==> config.mk <==
export PLATFORM = sky130hd
export DESIGN_NAME = ps2_kbmat_flat
export DESIGN_NICKNAME = d
export VERILOG_FILES = /design/src/rtl/ps2_kbmat_if.sv /design/src/rtl/ps2_kbmat.sv /design/src/flat_wrapper.sv
export SDC_FILE = /design/constraint.sdc
export NUM_CORES = 1
export LEC_CHECK = 0
export BUFFER_PORTS_ARGS = -buffer_cell sky130_fd_sc_hd__buf_2
export CELL_PAD_IN_SITES_DETAIL_PLACEMENT = 1
export CELL_PAD_IN_SITES_GLOBAL_PLACEMENT = 2
export CORE_MARGIN = 2
export CORE_UTILIZATION = 32
export DETAILED_ROUTE_END_ITERATION = 8
export PLACE_DENSITY_LB_ADDON = 0.05
export REMOVE_ABC_BUFFERS = 1
export SLEW_MARGIN = 0
export SYNTH_ARGS = -nofsm -noshare
export SYNTH_HDL_FRONTEND = slang
export SYNTH_SLANG_ARGS = --single-unit
==> constraint.sdc <==
create_clock -name mck -period 2 [get_ports mck]
set_input_delay 0.1 -clock mck [delete_from_list [all_inputs] [get_ports mck]]
set_output_delay 0.1 -clock mck [all_outputs]
set_load 0.01 [all_outputs]
==> src/rtl/ps2_kbmat_if.sv <==
// Keymap ROM lookup bus between the PS/2 decoder (master) and the external keymap (slave).
interface ps2_kbmat_if;
   logic [7:0] map_code;
   logic       map_ext;
   logic       map_hit;
   logic [5:0] map_idx;

   modport master (
      output map_code,
      output map_ext,
      input  map_hit,
      input  map_idx
   );

   modport slave (
      input  map_code,
      input  map_ext,
      output map_hit,
      output map_idx
   );
endinterface

==> src/rtl/ps2_kbmat.sv <==
// PS/2 device-to-host receiver, scancode decoder and Z88 key-matrix state for the Blink KBD port.
module ps2_kbmat #(
   parameter int unsigned TIMEOUT = 9830,
   parameter int unsigned SYNC    = 2
) (
   input  logic        mck,
   input  logic        rin_n,
   input  logic        ps2_clk,
   input  logic        ps2_dat,
   ps2_kbmat_if.master map,
   output logic [63:0] kbmat,
   output logic        kb_evt,
   output logic        frm_err
);

   localparam int unsigned ToW = $clog2(TIMEOUT + 1);

   localparam logic [1:0] StIdle   = 2'd0;
   localparam logic [1:0] StData   = 2'd1;
   localparam logic [1:0] StParity = 2'd2;
   localparam logic [1:0] StStop   = 2'd3;

   logic [SYNC-1:0] clk_sync_q, clk_sync_d;
   logic [SYNC-1:0] dat_sync_q, dat_sync_d;
   logic            clk_prev_q, clk_prev_d;
   logic [1:0]      state_q, state_d;
   logic [2:0]      bitcnt_q, bitcnt_d;
   logic [7:0]      shreg_q, shreg_d;
   logic            par_q, par_d;
   logic [ToW-1:0]  to_cnt_q, to_cnt_d;
   logic            byte_valid_q, byte_valid_d;
   logic            frm_err_q, frm_err_d;
   logic            ext_q, ext_d;
   logic            brk_q, brk_d;
   logic [2:0]      skip_q, skip_d;
   logic            lookup_q, lookup_d;
   logic [7:0]      map_code_q, map_code_d;
   logic            map_ext_q, map_ext_d;
   logic [63:0]     kbmat_q, kbmat_d;
   logic            kb_evt_q, kb_evt_d;

   logic clk_s, dat_s, fall;

   assign clk_s = clk_sync_q[SYNC-1];
   assign dat_s = dat_sync_q[SYNC-1];
   assign fall  = clk_prev_q & ~clk_s;

   always_comb begin
      clk_sync_d   = {clk_sync_q[SYNC-2:0], ps2_clk};
      dat_sync_d   = {dat_sync_q[SYNC-2:0], ps2_dat};
      clk_prev_d   = clk_s;
      state_d      = state_q;
      bitcnt_d     = bitcnt_q;
      shreg_d      = shreg_q;
      par_d        = par_q;
      to_cnt_d     = '0;
      byte_valid_d = 1'b0;
      frm_err_d    = 1'b0;
      ext_d        = ext_q;
      brk_d        = brk_q;
      skip_d       = skip_q;
      lookup_d     = 1'b0;
      map_code_d   = map_code_q;
      map_ext_d    = map_ext_q;
      kbmat_d      = kbmat_q;
      kb_evt_d     = 1'b0;

      if (state_q != StIdle && !fall) begin
         to_cnt_d = to_cnt_q + ToW'(1);
      end

      if (fall) begin
         case (state_q)
            StIdle: begin
               if (!dat_s) begin
                  state_d  = StData;
                  bitcnt_d = 3'd0;
               end
            end
            StData: begin
               shreg_d  = {dat_s, shreg_q[7:1]};
               bitcnt_d = bitcnt_q + 3'd1;
               if (bitcnt_q == 3'd7) begin
                  state_d = StParity;
               end
            end
            StParity: begin
               par_d   = dat_s;
               state_d = StStop;
            end
            default: begin
               if (dat_s && (^{shreg_q, par_q})) begin
                  byte_valid_d = 1'b1;
               end else begin
                  frm_err_d = 1'b1;
               end
               state_d = StIdle;
            end
         endcase
      end else if (state_q != StIdle && to_cnt_q == ToW'(TIMEOUT)) begin
         state_d   = StIdle;
         frm_err_d = 1'b1;
         to_cnt_d  = '0;
      end

      // shreg_q still holds the received byte here: no edge can arrive one cycle after the stop bit
      if (byte_valid_q) begin
         if (skip_q != 3'd0) begin
            skip_d = skip_q - 3'd1;
         end else begin
            case (shreg_q)
               8'hE0: ext_d = 1'b1;
               8'hF0: brk_d = 1'b1;
               8'hE1: begin
                  skip_d = 3'd7;
                  ext_d  = 1'b0;
                  brk_d  = 1'b0;
               end
               8'hAA: begin
                  kbmat_d = '0;
                  ext_d   = 1'b0;
                  brk_d   = 1'b0;
               end
               8'h00, 8'hEE, 8'hFA, 8'hFC, 8'hFD, 8'hFE, 8'hFF: begin
                  ext_d = 1'b0;
                  brk_d = 1'b0;
               end
               default: begin
                  lookup_d   = 1'b1;
                  map_code_d = shreg_q;
                  map_ext_d  = ext_q;
               end
            endcase
         end
      end

      if (lookup_q) begin
         if (map.map_hit) begin
            kbmat_d[map.map_idx] = ~brk_q;
            kb_evt_d             = 1'b1;
         end
         ext_d = 1'b0;
         brk_d = 1'b0;
      end
   end

   always_ff @(posedge mck or negedge rin_n) begin
      if (!rin_n) begin
         clk_sync_q   <= '1;
         dat_sync_q   <= '1;
         clk_prev_q   <= 1'b1;
         state_q      <= StIdle;
         bitcnt_q     <= 3'd0;
         shreg_q      <= 8'h00;
         par_q        <= 1'b0;
         to_cnt_q     <= '0;
         byte_valid_q <= 1'b0;
         frm_err_q    <= 1'b0;
         ext_q        <= 1'b0;
         brk_q        <= 1'b0;
         skip_q       <= 3'd0;
         lookup_q     <= 1'b0;
         map_code_q   <= 8'h00;
         map_ext_q    <= 1'b0;
         kbmat_q      <= '0;
         kb_evt_q     <= 1'b0;
      end else begin
         clk_sync_q   <= clk_sync_d;
         dat_sync_q   <= dat_sync_d;
         clk_prev_q   <= clk_prev_d;
         state_q      <= state_d;
         bitcnt_q     <= bitcnt_d;
         shreg_q      <= shreg_d;
         par_q        <= par_d;
         to_cnt_q     <= to_cnt_d;
         byte_valid_q <= byte_valid_d;
         frm_err_q    <= frm_err_d;
         ext_q        <= ext_d;
         brk_q        <= brk_d;
         skip_q       <= skip_d;
         lookup_q     <= lookup_d;
         map_code_q   <= map_code_d;
         map_ext_q    <= map_ext_d;
         kbmat_q      <= kbmat_d;
         kb_evt_q     <= kb_evt_d;
      end
   end

   assign map.map_code = map_code_q;
   assign map.map_ext  = map_ext_q;
   assign kbmat        = kbmat_q;
   assign kb_evt       = kb_evt_q;
   assign frm_err      = frm_err_q;

endmodule

==> src/flat_wrapper.sv <==
// flat-port wrapper written by rule: the top's interface ports become plain ports
module ps2_kbmat_flat 
#(
   parameter int unsigned TIMEOUT = 9830,
   parameter int unsigned SYNC    = 2
)
  (mck, rin_n, ps2_clk, ps2_dat, kbmat, kb_evt, frm_err, map_map_code, map_map_ext, map_map_hit, map_map_idx);
  ps2_kbmat_if map_i ();
  input  logic mck;
  input  logic rin_n;
  input  logic ps2_clk;
  input  logic ps2_dat;
  output logic [63:0] kbmat;
  output logic kb_evt;
  output logic frm_err;
  output wire logic [$bits(map_i.map_code)-1:0] map_map_code;
  output wire logic [$bits(map_i.map_ext)-1:0] map_map_ext;
  input wire logic [$bits(map_i.map_hit)-1:0] map_map_hit;
  input wire logic [$bits(map_i.map_idx)-1:0] map_map_idx;
  assign map_map_code = map_i.map_code;
  assign map_map_ext = map_i.map_ext;
  assign map_i.map_hit = map_map_hit;
  assign map_i.map_idx = map_map_idx;
  ps2_kbmat #(.TIMEOUT(TIMEOUT), .SYNC(SYNC)) u_core (.mck(mck), .rin_n(rin_n), .ps2_clk(ps2_clk), .ps2_dat(ps2_dat), .map(map_i), .kbmat(kbmat), .kb_evt(kb_evt), .frm_err(frm_err));
endmodule
### Yosys cells after proc, flatten, opt, wreduce, memory -nomap -nowiden

Index checks and enable logic that the tools add are counted.

| word-level totals | value |
|---|---|
| output and inout bits | 75 |
| register bits after elaboration | 115 |
| word-level logic and storage cells | 113 |

| operators by class | value |
|---|---|
| bitwise logic cells | 5 |
| eq/ne operators | 18 |
| multiplexer cells | 40 |
| add/sub/neg operators | 3 |
| reductions and logical operators | 27 |
| magnitude comparators | 2 |

Operators with widths:

| cell | number |
|---|---|
| 2-to-1 mux 64 bit | 5 |
| equality test 8 bit, second input constant | 10 |
| bitwise mux 64 bit | 1 |
| 2-to-1 mux 14 bit | 3 |
| 2-to-1 mux 1 bit | 19 |
| AND reduction 3 bit | 5 |
| adder 14 x 1 -> 14 bit, second input constant | 1 |
| equality test 14 bit, second input constant | 1 |
| OR reduction 11 bit | 1 |
| nonzero test 2 bit | 5 |
| 2-to-1 mux 3 bit | 3 |
| nonzero test 3 bit | 3 |
| OR reduction 9 bit | 1 |
| parity 9 bit | 1 |
| zero test 8 bit | 1 |
| 2-to-1 mux 2 bit | 4 |
| less-than comparator 6 x 7 -> 1 bit, second input constant | 1 |
| demux 1 bit (select 6 bit) | 1 |
| greater-or-equal comparator 6 x 1 -> 1 bit, second input constant | 1 |
| != test 3 bit, second input constant | 2 |
| case mux 2 bit (3 select lines) | 1 |
| case mux 3 bit (2 select lines) | 1 |
| AND reduction 2 bit | 3 |
| logical AND 1 bit | 4 |
| other kinds (13) | 17 |

### Depth between registers and ports, before layout

| depth | value |
|---|---|
| depth in word-level cells | 7 |
| depth in mapped cells | 8 |
| mapped depth without buffers | 7 |

### Worst setup path before layout

Ideal clock, no wire load.

| timing | value |
|---|---|
| path type | reg-to-reg |
| start | register u_core.shreg_q[0] |
| end | register u_core.kbmat_q[25] (netlist: u_core.kbmat[25]) |
| clock period less this slack | 1.960 ns |
| path buffers | 3 |
| stages on the path, launching flop included | 9 |
| data required time | 1.868 ns |
| arrival | 1.828 ns |
| slack | 0.040 ns |
| cells stage by stage | dfrtp_1 -> buf_6 -> nand3b_1 -> or4_1 -> or3_1 -> buf_6 -> buf_6 -> nand3_1 -> o21ai_1 |

| on the way | value |
|---|---|
| cells in the longest elaborated chain, start to end | 7 |

Ends and longest elaborated chain:

| item | line | source |
|---|---|---|
| start, declared | ps2_kbmat.sv:28 | `logic [7:0] shreg_q, shreg_d;` |
| start signal, assigned | ps2_kbmat.sv:173 | `shreg_q <= shreg_d;` |
| equality test 8 bit * | ps2_kbmat.sv:111 | `case (shreg_q)` |
| 2-to-1 mux 64 bit * | ps2_kbmat.sv:111 |  |
| 2-to-1 mux 64 bit * | ps2_kbmat.sv:108 | `if (skip_q != 3'd0) begin` |
| 2-to-1 mux 64 bit * | ps2_kbmat.sv:107 | `if (byte_valid_q) begin` |
| bitwise mux 64 bit | ps2_kbmat.sv:139 | `kbmat_d[map.map_idx] = ~brk_q;` |
| 2-to-1 mux 64 bit | ps2_kbmat.sv:138 | `if (map.map_hit) begin` |
| 2-to-1 mux 64 bit * | ps2_kbmat.sv:137 | `if (lookup_q) begin` |
| via u_core.kbmat_d[25] | ps2_kbmat.sv:39 | `logic [63:0] kbmat_q, kbmat_d;` |
| end signal, assigned | ps2_kbmat.sv:184 | `kbmat_q <= kbmat_d;` |
| end, declared | ps2_kbmat.sv:39 |  |

Mark *: on every way through the listed nets, which the timed path passes. The rest lies on a longest branch.
A chain may end at the register's enable or synchronous reset.

### Worst setup path after layout

| timing | value |
|---|---|
| start | register u_core.shreg_q[0] |
| end | register u_core.map_code_q[7] (netlist: u_core.map.map_code[7]) |

| on the way | value |
|---|---|
| cells in the longest elaborated chain, start to end | 4 |
| elaborated cells between the ends (all ways) | 14 |
| those cells by class | 10 x eq/ne; 1 x bitwise; 3 x reduce/logical |

Ends and longest elaborated chain:

| item | line | source |
|---|---|---|
| equality test 8 bit / zero test 8 bit (equally long branches) | ps2_kbmat.sv:111 |  |
| OR reduction 11 bit (no source line) * | - |  |
| NOT 1 bit (no source line) * | - |  |
| AND reduction 3 bit (no source line) * | - |  |
| end signal, assigned | ps2_kbmat.sv:182 | `map_code_q <= map_code_d;` |
| end, declared | ps2_kbmat.sv:37 | `logic [7:0] map_code_q, map_code_d;` |

Every way passes the cells marked *; elsewhere a longest branch is shown, timed or not.

==> run_results.csv <==
group,metric,value,unit
routing,topRoutingLayerUsed,"met4",
yosys,synth_simple_gate_area_share,21.2,%
timing,hold_slack,0.174,ns
final_layout,synthToLayoutAreaGrowth,31.8,%
routing,vias,4192,
yosys,synth-xor-area-share,3.50,%
clock_tree,cts_max_path_buffers,2,
setup_path,end_kind,"flop",
routing,wl_met2,6750,µm
power,leakagePower,0.00330,µW
status,status,"finished, final reports clean",
timing,worstMarginPinSlew,0.614,ns
job,drv_cap,0,
placed_design,post_dp_cell_area,6020,µm²
yosys,postSynth.asyncResetShare,100,%
placed_design,place_hpwl,10000,µm
global_routing,grtUsageTotal,18.2,%
floorplanning,fp.dieW,131,µm
timing,setup-violations-final,0,
routing,drc,0,
setup_path,r2r_start,"u_core.shreg_q[0]",
yosys,yosys_warnings,0,
placed_design,port_buffers,85,
power,ir_drop,551,µV
clock_tree,cts-root-buf,"clkbuf_16",
routing,wire_per_inst,16.9,µm
routing,wl,14700,µm
final_layout,nets,659,
final_layout,post-route-util,42.9,%
global_routing,overflow,0,
timing,relSlewSlack,58.9,%
yosys,synth-compound-area-share,8.89,%
yosys,synthAdderAreaFrac,2.43,%
global_routing,grt_max_degree,52,
yosys,ys_ff_latch,115,
yosys,syn_avg_cell_area,10.0,µm²
setup_path,worstPathMaxFanout,7,
global_routing,grt_first_pass_wirelength,23500,µm
power,p_per_area,994,nW/µm²
power,p_sw,1670,µW
routing,wl_met3,709,µm
power,power,6750,µW
timing,finalCritPeriodShare,96.4,%
setup_path,ff2ff_path_depth,6,
floorplanning,num_rows,46,
final_layout,final_cell_mix,"dfrtp_1 (109), nand2_1 (85), buf_2 (84)",
clock_tree,cts_tree,"done",
yosys,netlist_area,5150,µm²
setup_path,r2r_slack,0.07,ns
hold_path,min_path_type,"input pin to asynchronous set/reset pin",
power,pwr-share-comb,14.0,%
setup_path,r2r-end,"u_core.map.map_code[7]",
timing,layout_min_cycle_time,1.93,ns
floorplanning,io_pins,86,
yosys,synthDistinctLibCells,41,
final_layout,layout_commonest_cell,"dfrtp_1",
yosys,synth_edf_count,0,
routing,wl_met1,6960,µm
power,p_sw_share,24.8,%
floorplanning,core_area,15800,µm²
final_layout,antennaDiodeCount,0,
yosys,syn_inst,515,
routing,first_pass_iters,4,
clock_tree,clk_pin_slew_worst_paths,0.05,ns
final_layout,drive_gt1_share,29.0,%
global_routing,antenna_found_initial,0,
clock_tree,clkLatencyLatePin,0.42,ns
yosys,synthMuxAreaShare,4.11,%
timing,clock_skew,0.00841,ns
yosys,synth_top_family_by_area,"simple AND/OR/NAND/NOR gates",
setup_path,crit_start,"u_core.shreg_q[0]",
power,clock_power_share,48.5,%
setup_path,required,2.30,ns
timing,hold_violations,0,
setup_path,critPathArrivalTime,2.22,ns
yosys,yosysSeqAreaShare,56.0,%
clock_tree,numCtsBuffers,17,
routing,viasPerCell,4.84,
timing,clock.fmax,518,MHz
clock_tree,cts_max_level,4,
yosys,synth_ff_type,"dfrtp_1",
routing,postRouteAntennaNets,0,
clock_tree,clock-sinks,115,
floorplanning,die_y,131,µm
floorplanning,die_area,17100,µm²
floorplanning,initial_utilization,32.5,%
power,internal_power,5070,µW
power,seqPwrFrac,37.5,%
timing,slew_violations,0,
routing,drtIter0Drc,193,
setup_path,crit_type,"flop to flop",
setup_path,startpoint_type,"flop",
final_layout,postLayoutCellArea,6790,µm²
global_routing,grt_pass1_vias,4372,
placed_design,globalplace.congestion,0.748,
[power by group through the flow]
| stage | Sequential, µW | Combinational (µW) | Clock, µW |
|---|---|---|---|
| 2_1_floorplan | 2580 | 497 | 0 |
| 3_3_place_gp | 2560 | 876 | 0 |
| 3_5_place_dp | 2570 | 900 | 0 |
| 4_1_cts | 2530 | 934 | 3360 |
| 5_1_grt | 2540 | 1060 | 3460 |
| 6_report | 2530 | 948 | 3270 |
[synth_stat cells (all sizes together), types with 6 or more instances]
cell | instances | area share [%]
dfrtp | 110 | 53
nand2 | 85 | 6.2
nand3 | 73 | 7.5
o21ai | 71 | 6.9
nor2 | 28 | 2.0
clkbuf | 18 | 1.3
mux2 | 17 | 3.7
xnor2 | 11 | 1.9
ha | 10 | 2.4
inv | 10 | 0.73
buf | 9 | 1.8
and3 | 7 | 0.85
nor3 | 7 | 0.68
xor2 | 7 | 1.2
a21oi | 6 | 0.58
[metrics by stage]
stage	std cells	setup TNS (ns)	setup WS (ns)
2_1_floorplan	488	-31.20	-0.489
6_report	867	0	0.0712
3_3_place_gp	828	-0.0362	-0.00748
3_5_place_dp	828	-3.20	-0.0709
4_1_cts	865	0	0.0103
5_1_grt	867	-0.00997	-0.00483
[kinds of logic (layout without fill, tap and decap cells)]
logic type	after synthesis	in the layout
buffers and inverters	37	172
AND/OR/NAND/NOR	229	230
XOR/XNOR	19	19
multiplexers	19	19
flip-flops	115	115
adder cells (fa/ha/maj)	10	10
AO/OA/AOI/OAI	86	86
[layer usage]
layer / vias to the layer above / track usage (%)
li1: 2038 / -
met5: - / 0
met4: 0 / 6.57
met3: 19 / 4.97
met1: 2056 / 24.4
met2: 79 / 28.5
[state kept, by name, indices dropped and copies added (netlist names), 2 cells and up]
signal / cells
u_core.skip_q: 3
u_core.state_q: 2
u_core.dat_sync_q: 2
u_core.bitcnt_q: 3
u_core.to_cnt_q: 14
u_core.clk_sync_q: 2
u_core.map.map_code: 8
u_core.shreg_q: 8
u_core.kbmat: 64
[worst max-delay path by stage]
| stage | end | slack, ns |
|---|---|---|
| 2_1_floorplan | u_core.kbmat[0] | -0.49 |
| 3_3_place_gp | u_core.kbmat[14] | -0.007 |
| 3_5_place_dp | u_core.kbmat[36] | -0.07 |
| 4_1_cts | u_core.skip_q[2] | 0.01 |
| 5_1_grt | u_core.map.map_code[7] | -0.005 |
| 6_report | u_core.map.map_code[7] | 0.07 |
[critical path, stage by stage (launching register included)]
cell and delay (ns):
dfrtp_1 0.37, buf_4 0.17, or4_1 0.43, a21oi_2 0.21, a21oi_2 0.12, nand3_2 0.16, mux2_2 0.35
[cell type report]
| type | instances | area, µm² |
|---|---|---|
| well taps | 216 | 270 |
| fillers | 1808 | 9040 |
| inverters | 10 | 37.5 |
| multi-input cells | 364 | 2120 |
| repair buffers | 130 | 837 |
| clock buffers | 22 | 484 |
| flip-flops and latches | 115 | 2890 |
| clock inverters | 10 | 153 |
[what timing repair did]
action	4_1_cts	5_1_grt
hold buffers	4	0
buffers inserted	0	1
setup endpoints to repair	73	30
resized for setup	3	7
gates cloned	1	1
pin swaps	1	1
hold endpoints to repair	31	0
Power figures use the tool's default switching activity.
